**src/rtl/fp32_16_arb.sv**
```systemverilog
`default_nettype none
// ============================================================================
// Module   : fp32_16_arb
// Summary  : Round-robin arbiter sharing one fp32->fp16 converter between two
//            requesters, with a 1-deep registered output and event counters.
// Revision : 1.0
// ============================================================================
module fp32_16_arb #(
    parameter int TAG_W = 4,
    parameter int CNT_W = 16
) (
    input  logic             clk,
    input  logic             rst,
    input  logic             a_valid,
    output logic             a_ready,
    input  logic [31:0]      a_data,
    input  logic [TAG_W-1:0] a_tag,
    input  logic             b_valid,
    output logic             b_ready,
    input  logic [31:0]      b_data,
    input  logic [TAG_W-1:0] b_tag,
    output logic             out_valid,
    input  logic             out_ready,
    output logic [15:0]      out_data,
    output logic             out_src,
    output logic [TAG_W-1:0] out_tag,
    output logic [2:0]       out_flags,
    input  logic             clr_cnt,
    output logic [CNT_W-1:0] cnt_conv,
    output logic [CNT_W-1:0] cnt_exc
);

    localparam logic c_SRC_A = 1'b0;
    localparam logic c_SRC_B = 1'b1;

    logic             r_out_valid;
    logic [15:0]      r_out_data;
    logic             r_out_src;
    logic [TAG_W-1:0] r_out_tag;
    logic [2:0]       r_out_flags;
    logic             r_last_grant;
    logic [CNT_W-1:0] r_cnt_conv;
    logic [CNT_W-1:0] r_cnt_exc;

    logic        w_can_accept;
    logic        w_grant_a;
    logic        w_grant_b;
    logic        w_xfer;
    logic [31:0] w_sel_data;

    assign w_can_accept = !r_out_valid | out_ready;
    assign w_grant_a    = a_valid & (!b_valid | (r_last_grant == c_SRC_B));
    assign w_grant_b    = b_valid & (!a_valid | (r_last_grant == c_SRC_A));
    assign a_ready      = !rst & w_can_accept & w_grant_a;
    assign b_ready      = !rst & w_can_accept & w_grant_b;
    assign w_xfer       = a_ready | b_ready;
    assign w_sel_data   = w_grant_b ? b_data : a_data;

    logic               w_sign;
    logic [7:0]         w_exp;
    logic [22:0]        w_frac;
    logic [23:0]        w_mant;
    logic signed [9:0]  w_half_exp;
    logic signed [9:0]  w_den;
    logic [5:0]         w_sh;
    logic [63:0]        w_wide;
    logic [9:0]         w_kept;
    logic               w_guard;
    logic               w_sticky;
    logic               w_round_up;
    logic [14:0]        w_base;
    logic [14:0]        w_mag;
    logic [15:0]        w_res;
    logic [2:0]         w_flags;

    // Normal and subnormal results share one shifter: normals drop 13 bits,
    // subnormals drop 13+(1-e); past 27 extra bits only the sticky survives.
    always_comb begin
        w_sign     = w_sel_data[31];
        w_exp      = w_sel_data[30:23];
        w_frac     = w_sel_data[22:0];
        w_mant     = {1'b1, w_frac};
        w_half_exp = $signed({2'b00, w_exp}) - 10'sd112;
        w_den      = 10'sd1 - w_half_exp;
        if (w_half_exp >= 10'sd1)
            w_sh = 6'd13;
        else if (w_den > 10'sd27)
            w_sh = 6'd40;
        else
            w_sh = 6'd13 + w_den[5:0];
        w_wide     = {40'd0, w_mant};
        w_kept     = 10'(w_wide >> w_sh);
        w_guard    = w_wide[w_sh - 6'd1];
        w_sticky   = |(w_wide & ((64'd1 << (w_sh - 6'd1)) - 64'd1));
        w_round_up = w_guard & (w_sticky | w_kept[0]);
        w_base     = (w_half_exp >= 10'sd1) ? {w_half_exp[4:0], w_kept} : {5'd0, w_kept};
        w_mag      = w_base + {14'd0, w_round_up};
        w_res      = {w_sign, w_mag};
        w_flags    = 3'b000;
        if (w_exp == 8'hFF) begin
            if (w_frac == 23'd0) begin
                w_res = {w_sign, 5'h1F, 10'd0};
            end else begin
                w_res   = {w_sign, 5'h1F, w_frac[22], 9'h001};
                w_flags = 3'b100;
            end
        end else if (w_exp == 8'h00) begin
            w_res      = {w_sign, 15'd0};
            w_flags[0] = (w_frac != 23'd0);
        end else if ((w_half_exp >= 10'sd31) || (w_mag[14:10] == 5'h1F)) begin
            w_res   = {w_sign, 5'h1F, 10'd0};
            w_flags = 3'b010;
        end else if (w_mag[14:10] == 5'd0) begin
            w_flags = 3'b001;
        end
    end

    always_ff @(posedge clk) begin
        if (rst) begin
            r_out_valid  <= 1'b0;
            r_out_data   <= 16'd0;
            r_out_src    <= 1'b0;
            r_out_tag    <= '0;
            r_out_flags  <= 3'b000;
            r_last_grant <= c_SRC_B;
            r_cnt_conv   <= '0;
            r_cnt_exc    <= '0;
        end else begin
            if (w_xfer) begin
                r_out_valid  <= 1'b1;
                r_out_data   <= w_res;
                r_out_src    <= w_grant_b;
                r_out_tag    <= w_grant_b ? b_tag : a_tag;
                r_out_flags  <= w_flags;
                r_last_grant <= w_grant_b ? c_SRC_B : c_SRC_A;
            end else if (out_ready) begin
                r_out_valid <= 1'b0;
            end
            if (clr_cnt) begin
                r_cnt_conv <= '0;
                r_cnt_exc  <= '0;
            end else if (w_xfer) begin
                r_cnt_conv <= r_cnt_conv + {{(CNT_W-1){1'b0}}, 1'b1};
                if (w_flags != 3'b000)
                    r_cnt_exc <= r_cnt_exc + {{(CNT_W-1){1'b0}}, 1'b1};
            end
        end
    end

    assign out_valid = r_out_valid;
    assign out_data  = r_out_data;
    assign out_src   = r_out_src;
    assign out_tag   = r_out_tag;
    assign out_flags = r_out_flags;
    assign cnt_conv  = r_cnt_conv;
    assign cnt_exc   = r_cnt_exc;

endmodule
`default_nettype wire

```
**config.mk**
```make
export PLATFORM = sky130hd
export DESIGN_NAME = fp32_16_arb
export DESIGN_NICKNAME = d
export VERILOG_FILES = /design/src/rtl/fp32_16_arb.sv
export SDC_FILE = /design/constraint.sdc
export NUM_CORES = 1
export LEC_CHECK = 0
export ABC_CLOCK_PERIOD_IN_PS = 20500
export BUFFER_PORTS_ARGS = -buffer_cell sky130_fd_sc_hd__buf_2
export CORE_MARGIN = 8
export CORE_UTILIZATION = 35
export DETAILED_ROUTE_END_ITERATION = 12
export PLACE_DENSITY = 0.64
export SLEW_MARGIN = 40
export SYNTH_ARGS = -nofsm -noshare
export SYNTH_HDL_FRONTEND = slang
export SYNTH_SLANG_ARGS = --single-unit
export TNS_END_PERCENT = 20
```
**constraint.sdc**
```tcl
create_clock -name clk -period 20.5 [get_ports clk]
set_clock_uncertainty 0.1 [all_clocks]
set_input_delay 4.1 -clock clk [delete_from_list [all_inputs] [get_ports clk]]
set_output_delay 4.1 -clock clk [all_outputs]
set_load 0.03 [all_outputs]
```
==> run summary, run 1 <==
Status: finished clean
Die span in y: 166 µm
CTS tree: yes
Via count: 9424
Leakage power: 0.00348 µW
Post-CTS Setup Bufs: 0
Post-route minimum period: 12.80 ns
Detail Route Antenna Nets: 0
Share of cells above drive strength 1: 22.5%
Critical-path top delay cell: ha_2
Final Hold Vio Count: 0
Final core occ: 40.6%
Synth Net Count: 1201
Initial core utilization: 35.3%
RSZ-0062 raised after global routing: false
Synth cell types: 107
Via/cell ratio: 6.32
Synthesized netlist cell count: 1107
Dominant synthesized flop cell: dfxtp_1
MaxCap Viol Count: 0
Inserted Diodes: 0
Placement Cell Area: 8720 µm²
I/O Buffers: 136
Fin area: 9070 µm²
Share of the synthesized area in the top cell type: 14.7%
Worst slew margin: 37.6%
Synth area leaders: dfxtp_1, nand2_1, mux2i_1
Max VDD drop: 0.0000434 V
Largest area contributor in the netlist: dfxtp_1
Ys Warns: 0
Max clock buf depth: 2
CP peak stage delay: 0.73 ns
HP Class: flip-flop to flip-flop
Root Driver: clkbuf_16
CP startpoint kind: primary input
Area of the multi-input gates: 6310 µm²
CTS Buf Count: 9
Max Clk Rate: 78.1 MHz
Clk slew on worst S/H paths: 0.05 ns
Synthesized area per cell: 7.13 µm²
HPWL after DPL: 24.4 mm
Mapped Area: 7890 µm²
First-pass iteration count of the detailed router: 6
GRT overflow: 0
Peak fanout along the critical path: 41
Number of flops mapped to enable cells by yosys: 0
Power per cell area: 72.7 nW/µm²
Number of core rows: 55
Total wire length: 33.2 mm
Num ports: 137
Area Overhead vs Synth: 15.0%
Sequential share of the synthesized area: 14.7%
Total GRT Usage: 22.9%
Max H-tree Level: 3
#FFs+latches synth: 58
Routed length per instance: 22.3 µm
Crit Path Class: primary input to flip-flop
Iteration-0 DRC Markers: 1069
# fillers: 2369
GPL Wtd Cong: 1.01
Critical Path AT: 12.95 ns
CP Capture Type: flip-flop
Finish-stage setup viols: 0
Pins over their slew limit: 0
Sequential Area: 1160 µm²
Clk Latency, worst-skew pair: 0.32 ns
Initial antenna violation count: 0
Die X: 166 µm
Area of the core: 22400 µm²
Number of global-route vias before repair: 8820
Number of remaining DRC errors: 0
Worst Tran Pin Value: 0.910 ns
TNS Setup: 0 ns
Cts hold-fix bufs: 0
Synth async-reset ratio: 0%
Nets: 1295
CTS resizes: 0
Setup slack after layout: 7.70 ns
Largest net degree at the start of global routing: 60
CTS sink count: 58
First-pass GRT wire length: 51.5 mm
Worst EP required: 20.65 ns
Setup WS pre-CTS: 7.57 ns
Final period util: 62.4%
Die area: 27600 µm²
routing by layer:
metal / global-route usage [%] / up-vias / routed length, µm
met1: 29.0 / 4418 / 14100
met3: 4.99 / 107 / 2890
met2: 36.6 / 547 / 14800
met4: 10.4 / 0 / 1480
li1: - / 4352 / -
met5: 0 / - / 0
worst paths after layout:
kind              depth (start not counted)  slack (ns)                 startpoint                  endpoint
setup / recovery                         31        7.70                    a_valid   cnt_exc[1]$_SDFFE_PP0P_
hold / removal                            2        0.35   out_data[3]$_SDFFE_PP0P_  out_data[3]$_SDFFE_PP0P_
hold reg to reg                           2        0.35   out_data[3]$_SDFFE_PP0P_  out_data[3]$_SDFFE_PP0P_
setup reg to reg                         30       11.25  r_last_grant$_SDFFE_PP1P_   cnt_exc[1]$_SDFFE_PP0P_
kinds of logic after synthesis:
logic type	Yosys count	share of synthesized area (%)
mux	71	10.1
simple gates	522	32.8
flops	58	14.7
compound gates	307	29.2
xor+xnor	40	4.82
buf+inv	93	5.80
fa+ha+maj	16	2.54
registers in the layout, summed over array words and instances (netlist names):
| name | count |
|---|---|
| out_flags | 3 |
| cnt_conv | 16 |
| out_tag | 4 |
| out_valid | 1 |
| out_data | 16 |
| r_last_grant | 1 |
| cnt_exc | 16 |
| out_src | 1 |
per-stage QoR:
| step | instances | hold slack (ns) | power [µW] |
|---|---|---|---|
| 5_1_grt | 1491 | 0.377 | 694 |
| 3_3_place_gp | 1474 | 0.343 | 491 |
| 3_5_place_dp | 1474 | 0.347 | 489 |
| 6_report | 1491 | 0.351 | 660 |
| 2_1_floorplan | 1107 | 0.480 | 387 |
| 4_1_cts | 1490 | 0.356 | 651 |
layout make-up:
type | count | share of cell area (%)
clock buffer | 11 | 2.68
clock inverter | 5 | 0.855
inverter | 19 | 0.814
multi-input combinational | 956 | 69.5
sequential | 58 | 12.8
tap | 285 | 3.93
timing repair buffer | 157 | 9.38
cells in the final DEF (no fill, tap or decap), types with 7 or more instances in the layout:
| cell | count |
|---|---|
| o32ai_1 | 7 |
| o21ai_0 | 33 |
| o211ai_1 | 21 |
| a21oi_1 | 68 |
| nor4_1 | 11 |
| dfxtp_1 | 58 |
| nand2_1 | 172 |
| or3_1 | 26 |
| inv_1 | 14 |
| nand3_1 | 52 |
| buf_4 | 20 |
| a311oi_1 | 7 |
| a31oi_1 | 15 |
| or2_2 | 8 |
| nor2_1 | 105 |
| xor2_1 | 14 |
| mux2i_2 | 8 |
| nand4_1 | 22 |
| clkbuf_16 | 9 |
| and3_1 | 13 |
| a21o_1 | 8 |
| o22ai_1 | 12 |
| ha_1 | 15 |
| o21ai_1 | 7 |
| a211oi_1 | 17 |
| mux2i_1 | 52 |
| xnor2_1 | 22 |
| nor3_1 | 49 |
| a21oi_2 | 12 |
| nor2b_1 | 9 |
| nand2b_1 | 9 |
| buf_2 | 136 |
| and2_1 | 11 |
synth_stat cells, drive strengths merged (24+ instances only):
cell / number
o21ai: 45
mux2i: 63
or3: 26
nor2: 108
nand2: 174
dfxtp: 58
clkbuf: 37
buf: 37
xnor2: 24
nand4: 24
nor3: 49
nand3: 53
a21oi: 81
power breakdown:
part,total [µW],internal (µW),switching (µW)
Clock,159,109,50.1
Combinational,380,123,257
Sequential,121,118,3.14
Total,660,350,310
critical path, delay by kind of cell:
family | cells | cell delay, ns
AOI/OAI and AO/OA | 8 | 1.84
xor gates and xnor gates | 1 | 0.22
adders and majority gates | 4 | 1.63
and+or+nand+nor | 10 | 3.16
buffers and inverters | 5 | 1.04
muxes | 3 | 0.89
Note: power is estimated with default switching activity, not from simulation.
==> run 2, diff against run 1 <==
Settings changed: ABC_CLOCK_PERIOD_IN_PS 20500 to 10800, PLACE_DENSITY 0.64 to 0.66.
Clock period 20.5 ns to 10.8 ns, I/O delays scaled along.
==> run summary, run 2 (synthesis results as in run 1) <==
Pins over their slew limit: 0 (unchanged)
Detail Route Antenna Nets: 0 (unchanged)
Max VDD drop: 0.0000724 V (+67%)
Final period util: 91.6%
Max Clk Rate: 101 MHz
Number of global-route vias before repair: 9125 (+3.5%)
Clk slew on worst S/H paths: 0.06 ns (about the same)
Total GRT Usage: 22.8% (-0.047 points)
Leakage power: 0.00348 µW (about the same)
Largest net degree at the start of global routing: 48 (-20%)
Number of core rows: 55 (unchanged)
Clk Latency, worst-skew pair: 0.32 ns (about the same)
Crit Path Class: primary input to flip-flop
Routed length per instance: 22.2 µm (-0.33%)
Critical-path top delay cell: mux2i_2
Design Power: 1220 µW (+84%)
First-pass iteration count of the detailed router: 6 (unchanged)
Critical Path AT: 10.04 ns (-2.91 ns)
Most common cell after layout, fill and taps aside: nand2_1
Max clock buf depth: 2 (unchanged)
Via count: 9395 (-0.31%)
Area Overhead vs Synth: 14.8%
Die area: 27600 µm² (unchanged)
Worst Tran Pin Value: 0.895 ns (-0.0152 ns)
Final core occ: 40.5% (-0.062 points)
Status: finished clean
Total wire length: 33.2 mm (about the same)
Die span in y: 166 µm (unchanged)
MaxCap Viol Count: 0 (unchanged)
Cts hold-fix bufs: 0 (unchanged)
CP Capture Type: flip-flop
CTS sink count: 58 (unchanged)
CTS resizes: 0 (unchanged)
Inserted Diodes: 0 (unchanged)
Initial core utilization: 35.3% (unchanged)
CTS Buf Count: 9 (unchanged)
Finish-stage setup viols: 0 (unchanged)
CP startpoint kind: primary input
Iteration-0 DRC Markers: 1108 (+3.6%)
Power per cell area: 134 nW/µm² (+85%)
Worst slew margin: 38.6% (+1.0 points)
Number of remaining DRC errors: 0 (unchanged)
# fillers: 2345 (-1.0%)
TNS Setup: 0 ns (unchanged)
Num ports: 137 (unchanged)
Most common cell on crit path: ha_1
Peak fanout along the critical path: 22 (-46%)
Die X: 166 µm (unchanged)
HPWL after DPL: 24.6 mm (+0.97%)
Via/cell ratio: 6.28 (-0.64%)
Share of cells above drive strength 1: 22.7% (+0.24 points)
Area of the core: 22400 µm² (unchanged)
First-pass GRT wire length: 51.5 mm (about the same)
CTS tree: yes
Final Hold Vio Count: 0 (unchanged)
GPL Wtd Cong: 1.03 (+1.9%)
RSZ-0062 raised after global routing: false
Area of the multi-input gates: 6310 µm² (about the same)
Sequential Area: 1160 µm² (unchanged)
Initial antenna violation count: 0 (unchanged)
I/O Buffers: 136 (unchanged)
Fin cells: 1496 (+0.34%)
Setup WS pre-CTS: 0.742 ns (-6.83 ns)
Root Driver: clkbuf_16
Max H-tree Level: 3 (unchanged)
Nets: 1300 (+0.39%)
Most frequent cells in the layout: nand2_1, buf_2, nor2_1
Worst EP required: 10.95 ns (-9.70 ns)
HP Class: flip-flop to flip-flop
# placed instances: 1480 (+0.41%)
GRT overflow: 0 (unchanged)
Post-CTS Setup Bufs: 0 (unchanged)
CP peak stage delay: 0.48 ns (-0.25 ns)
Setup slack after layout: 0.904 ns (-6.79 ns)
Post-route minimum period: 9.90 ns
-- run 2: cell count changes in the layout (fill, tap and decap cells not counted), sizes merged --
cell	delta
clkbuf	-1
clkinv	+2
buf	+5
bufinv	-2
clkinvlp	+1
-- run 2: final timing paths --
path / cells after the start / end / from / slack, ns
worst max register to register: 30 / cnt_exc[4]$_SDFFE_PP0P_ / r_last_grant$_SDFFE_PP1P_ / 2.51
worst min-delay path: 2 / out_data[3]$_SDFFE_PP0P_ / out_data[3]$_SDFFE_PP0P_ / 0.35
worst max-delay path: 31 / cnt_exc[4]$_SDFFE_PP0P_ / a_valid / 0.90
worst min register to register: 2 / out_data[3]$_SDFFE_PP0P_ / out_data[3]$_SDFFE_PP0P_ / 0.35
-- run 2: final cells by class --
class | count | share of cell area, %
clock buffers | 10 | 2.64
clock inverters | 6 | 0.470
inverters | 19 | 0.815
multi-input cells | 956 | 69.6
flip-flops and latches | 58 | 12.8
well taps | 285 | 3.94
repair buffers | 162 | 9.70
-- run 2: worst max-delay path: cells and delay by family --
kind | cells | cell delay [ns]
fa+ha+maj | 4 | 1.26
compound gates | 9 | 2.47
buf+inv | 6 | 1.03
simple gates | 7 | 1.86
xor+xnor | 2 | 0.35
mux | 3 | 0.91
-- run 2: per-stage QoR --
step           instance area (µm²)  hold WS (ns)
2_1_floorplan                 7890         0.480
3_3_place_gp                  8740         0.341
3_5_place_dp                  8760         0.348
4_1_cts                       9040         0.355
5_1_grt                       9060         0.377
6_report                      9060         0.352
-- run 2: routing by layer --
layer  vias to the layer above  GRT usage [%]  wire, µm
li1                       4352              -         -
met1                      4312           28.1     13600
met2                       595           36.8     14600
met3                       136           5.37      3300
met4                         0           11.2      1750
met5                         -              0         0
-- run 2: power by group --
group | switching, µW | leakage (µW) | total [µW] | internal (µW)
Combinational | 489 | 0.00288 | 724 | 235
Clock | 103 | 0.000134 | 264 | 161
Sequential | 5.84 | 0.000471 | 229 | 223
==> run 3, diff against run 2 <==
Settings changed: ABC_CLOCK_PERIOD_IN_PS 10800 to 11400, PLACE_DENSITY 0.66 to 0.64.
Clock period 10.8 ns to 11.4 ns, I/O delays scaled along.
==> run summary, run 3 (synthesis results as in run 1) <==
Num ports: 137 (unchanged)
Design Power: 1160 µW (-4.8%)
Hold Slack: 0.358 ns (+0.00595 ns)
Max Clk Rate: 97.8 MHz
Inserted Diodes: 0 (unchanged)
Finish-stage setup viols: 0 (unchanged)
Area Overhead vs Synth: 14.9% (about the same)
Final period util: 89.7%
Placement Cell Area: 8740 µm² (-0.26%)
Power per cell area: 128 nW/µm² (-4.8%)
CTS Buf Count: 9 (unchanged)
Number of remaining DRC errors: 0 (unchanged)
Routed length per instance: 22.4 µm (+0.88%)
Fin area: 9060 µm² (about the same)
CP Capture Type: flip-flop
MaxCap Viol Count: 0 (unchanged)
Pins over their slew limit: 0 (unchanged)
GRT overflow: 0 (unchanged)
Worst r2r dst: cnt_exc[2]$_SDFFE_PP0P_
I/O Buffers: 136 (unchanged)
R2R Setup Slk: 2.89 ns (+0.38 ns)
CP startpoint kind: primary input
Share of cells above drive strength 1: 22.5% (-0.19 points)
Status: finished clean
Die span in y: 166 µm (unchanged)
Detail Route Antenna Nets: 0 (unchanged)
Via count: 9320 (-0.80%)
Reg2Reg Launch Point: r_last_grant$_SDFFE_PP1P_
R2R depth: 30 (unchanged)
Number of core rows: 55 (unchanged)
Area of the core: 22400 µm² (unchanged)
CP peak stage delay: 0.70 ns (+0.22 ns)
Clk slew on worst S/H paths: 0.06 ns (about the same)
Final Hold Vio Count: 0 (unchanged)
Via/cell ratio: 6.24 (-0.60%)
Worst Hold Launch: out_data[3]$_SDFFE_PP0P_
Largest net degree at the start of global routing: 55 (+15%)
HPWL after DPL: 24.7 mm (+0.22%)
Worst slew margin: 41.7% (+3.0 points)
Worst Tran Pin Value: 0.851 ns (-0.0441 ns)
RSZ-0062 raised after global routing: false
Max VDD drop: 0.0000524 V (-28%)
GPL Wtd Cong: 1.03 (about the same)
Hold Crit Endpoint: out_data[3]$_SDFFE_PP0P_
Total GRT Usage: 22.9% (+0.086 points)
Leakage power: 0.00348 µW (-0.13%)
Nets: 1297 (-0.23%)
Post-CTS Setup Bufs: 0 (unchanged)
Initial antenna violation count: 0 (unchanged)
Total wire length: 33.5 mm (+0.68%)
Max H-tree Level: 3 (unchanged)
First-pass iteration count of the detailed router: 5 (-1)
Iteration-0 DRC Markers: 1270 (+15%)
Die X: 166 µm (unchanged)
Post-route minimum period: 10.23 ns
Worst EP required: 11.55 ns (+0.60 ns)
Number of global-route vias before repair: 8910 (-2.4%)
CTS resizes: 0 (unchanged)
Hold Path Cell Cnt: 2 (unchanged)
Cts hold-fix bufs: 0 (unchanged)
Most frequent cells in the layout: nand2_1, buf_2, nor2_1
Max clock buf depth: 2 (unchanged)
Setup WS pre-CTS: 0.975 ns (+0.234 ns)
HP Class: flip-flop to flip-flop
First-pass GRT wire length: 51.5 mm (about the same)
CTS tree: yes
Initial core utilization: 35.3% (unchanged)
Setup slack after layout: 1.17 ns (+0.266 ns)
Most common cell on crit path: ha_1
Critical Path AT: 10.38 ns (+0.34 ns)
Most common cell after layout, fill and taps aside: nand2_1
CTS sink count: 58 (unchanged)
Root Driver: clkbuf_16
Crit Path Class: primary input to flip-flop
Clk Latency, worst-skew pair: 0.33 ns (about the same)
Peak fanout along the critical path: 39 (+77%)
Critical-path top delay cell: ha_1
Die area: 27600 µm² (unchanged)
TNS Setup: 0 ns (unchanged)
==> run 3: per-layer routing <==
layer	GRT usage [%]	share of wire (%)	up-vias
li1	-	-	4337
met1	30.0	42	4321
met2	36.0	44	563
met3	4.85	9.9	99
met4	9.17	4.0	0
met5	0	0	-
==> run 3: worst max path at each step <==
stage | cells after the start | to | from | slack (ns)
CTS | 31 | cnt_exc[2]$_SDFFE_PP0P_ | a_valid | 1.28
floorplan | 35 | cnt_exc[6]$_SDFFE_PP0P_ | b_valid | 1.38
finish | 31 | cnt_exc[2]$_SDFFE_PP0P_ | a_valid | 1.17
detailed placement | 31 | cnt_exc[2]$_SDFFE_PP0P_ | a_valid | 0.98
global route | 31 | cnt_exc[2]$_SDFFE_PP0P_ | a_valid | 0.57
global placement | 30 | cnt_exc[4]$_SDFFE_PP0P_ | a_valid | 1.12
==> run 3: critical path, delay by kind of cell <==
kind / cells / cell delay [ns]
AO/OA/AOI/OAI: 9 / 2.43
XOR/XNOR: 2 / 0.42
adder cells (fa/ha/maj): 4 / 1.54
buffers and inverters: 4 / 0.97
multiplexers: 2 / 0.40
AND/OR/NAND/NOR: 10 / 2.33
==> run 3: final cells by class <==
type / count / area [µm²]
Clock buffer: 10 / 239
Clock inverter: 6 / 41.3
Fill cell: 2352 / 13300
Inverter: 19 / 73.8
Multi-Input combinational cell: 956 / 6320
Sequential cell: 58 / 1160
Tap cell: 285 / 357
Timing Repair Buffer: 159 / 873
==> run 3: power breakdown <==
group	internal, µW	switching, µW	leakage [µW]
combinational	222	467	0.00288
clock	153	99.3	0.000131
sequential	212	5.71	0.000471
total	586	572	0.00348
==> run 3: stage by stage <==
| step | instances | utilization, % |
|---|---|---|
| finish | 1493 | 40.5 |
| CTS | 1492 | 40.3 |
| global placement | 1476 | 38.9 |
| global route | 1493 | 40.5 |
| floorplan | 1107 | - |
| detailed placement | 1476 | 39.1 |
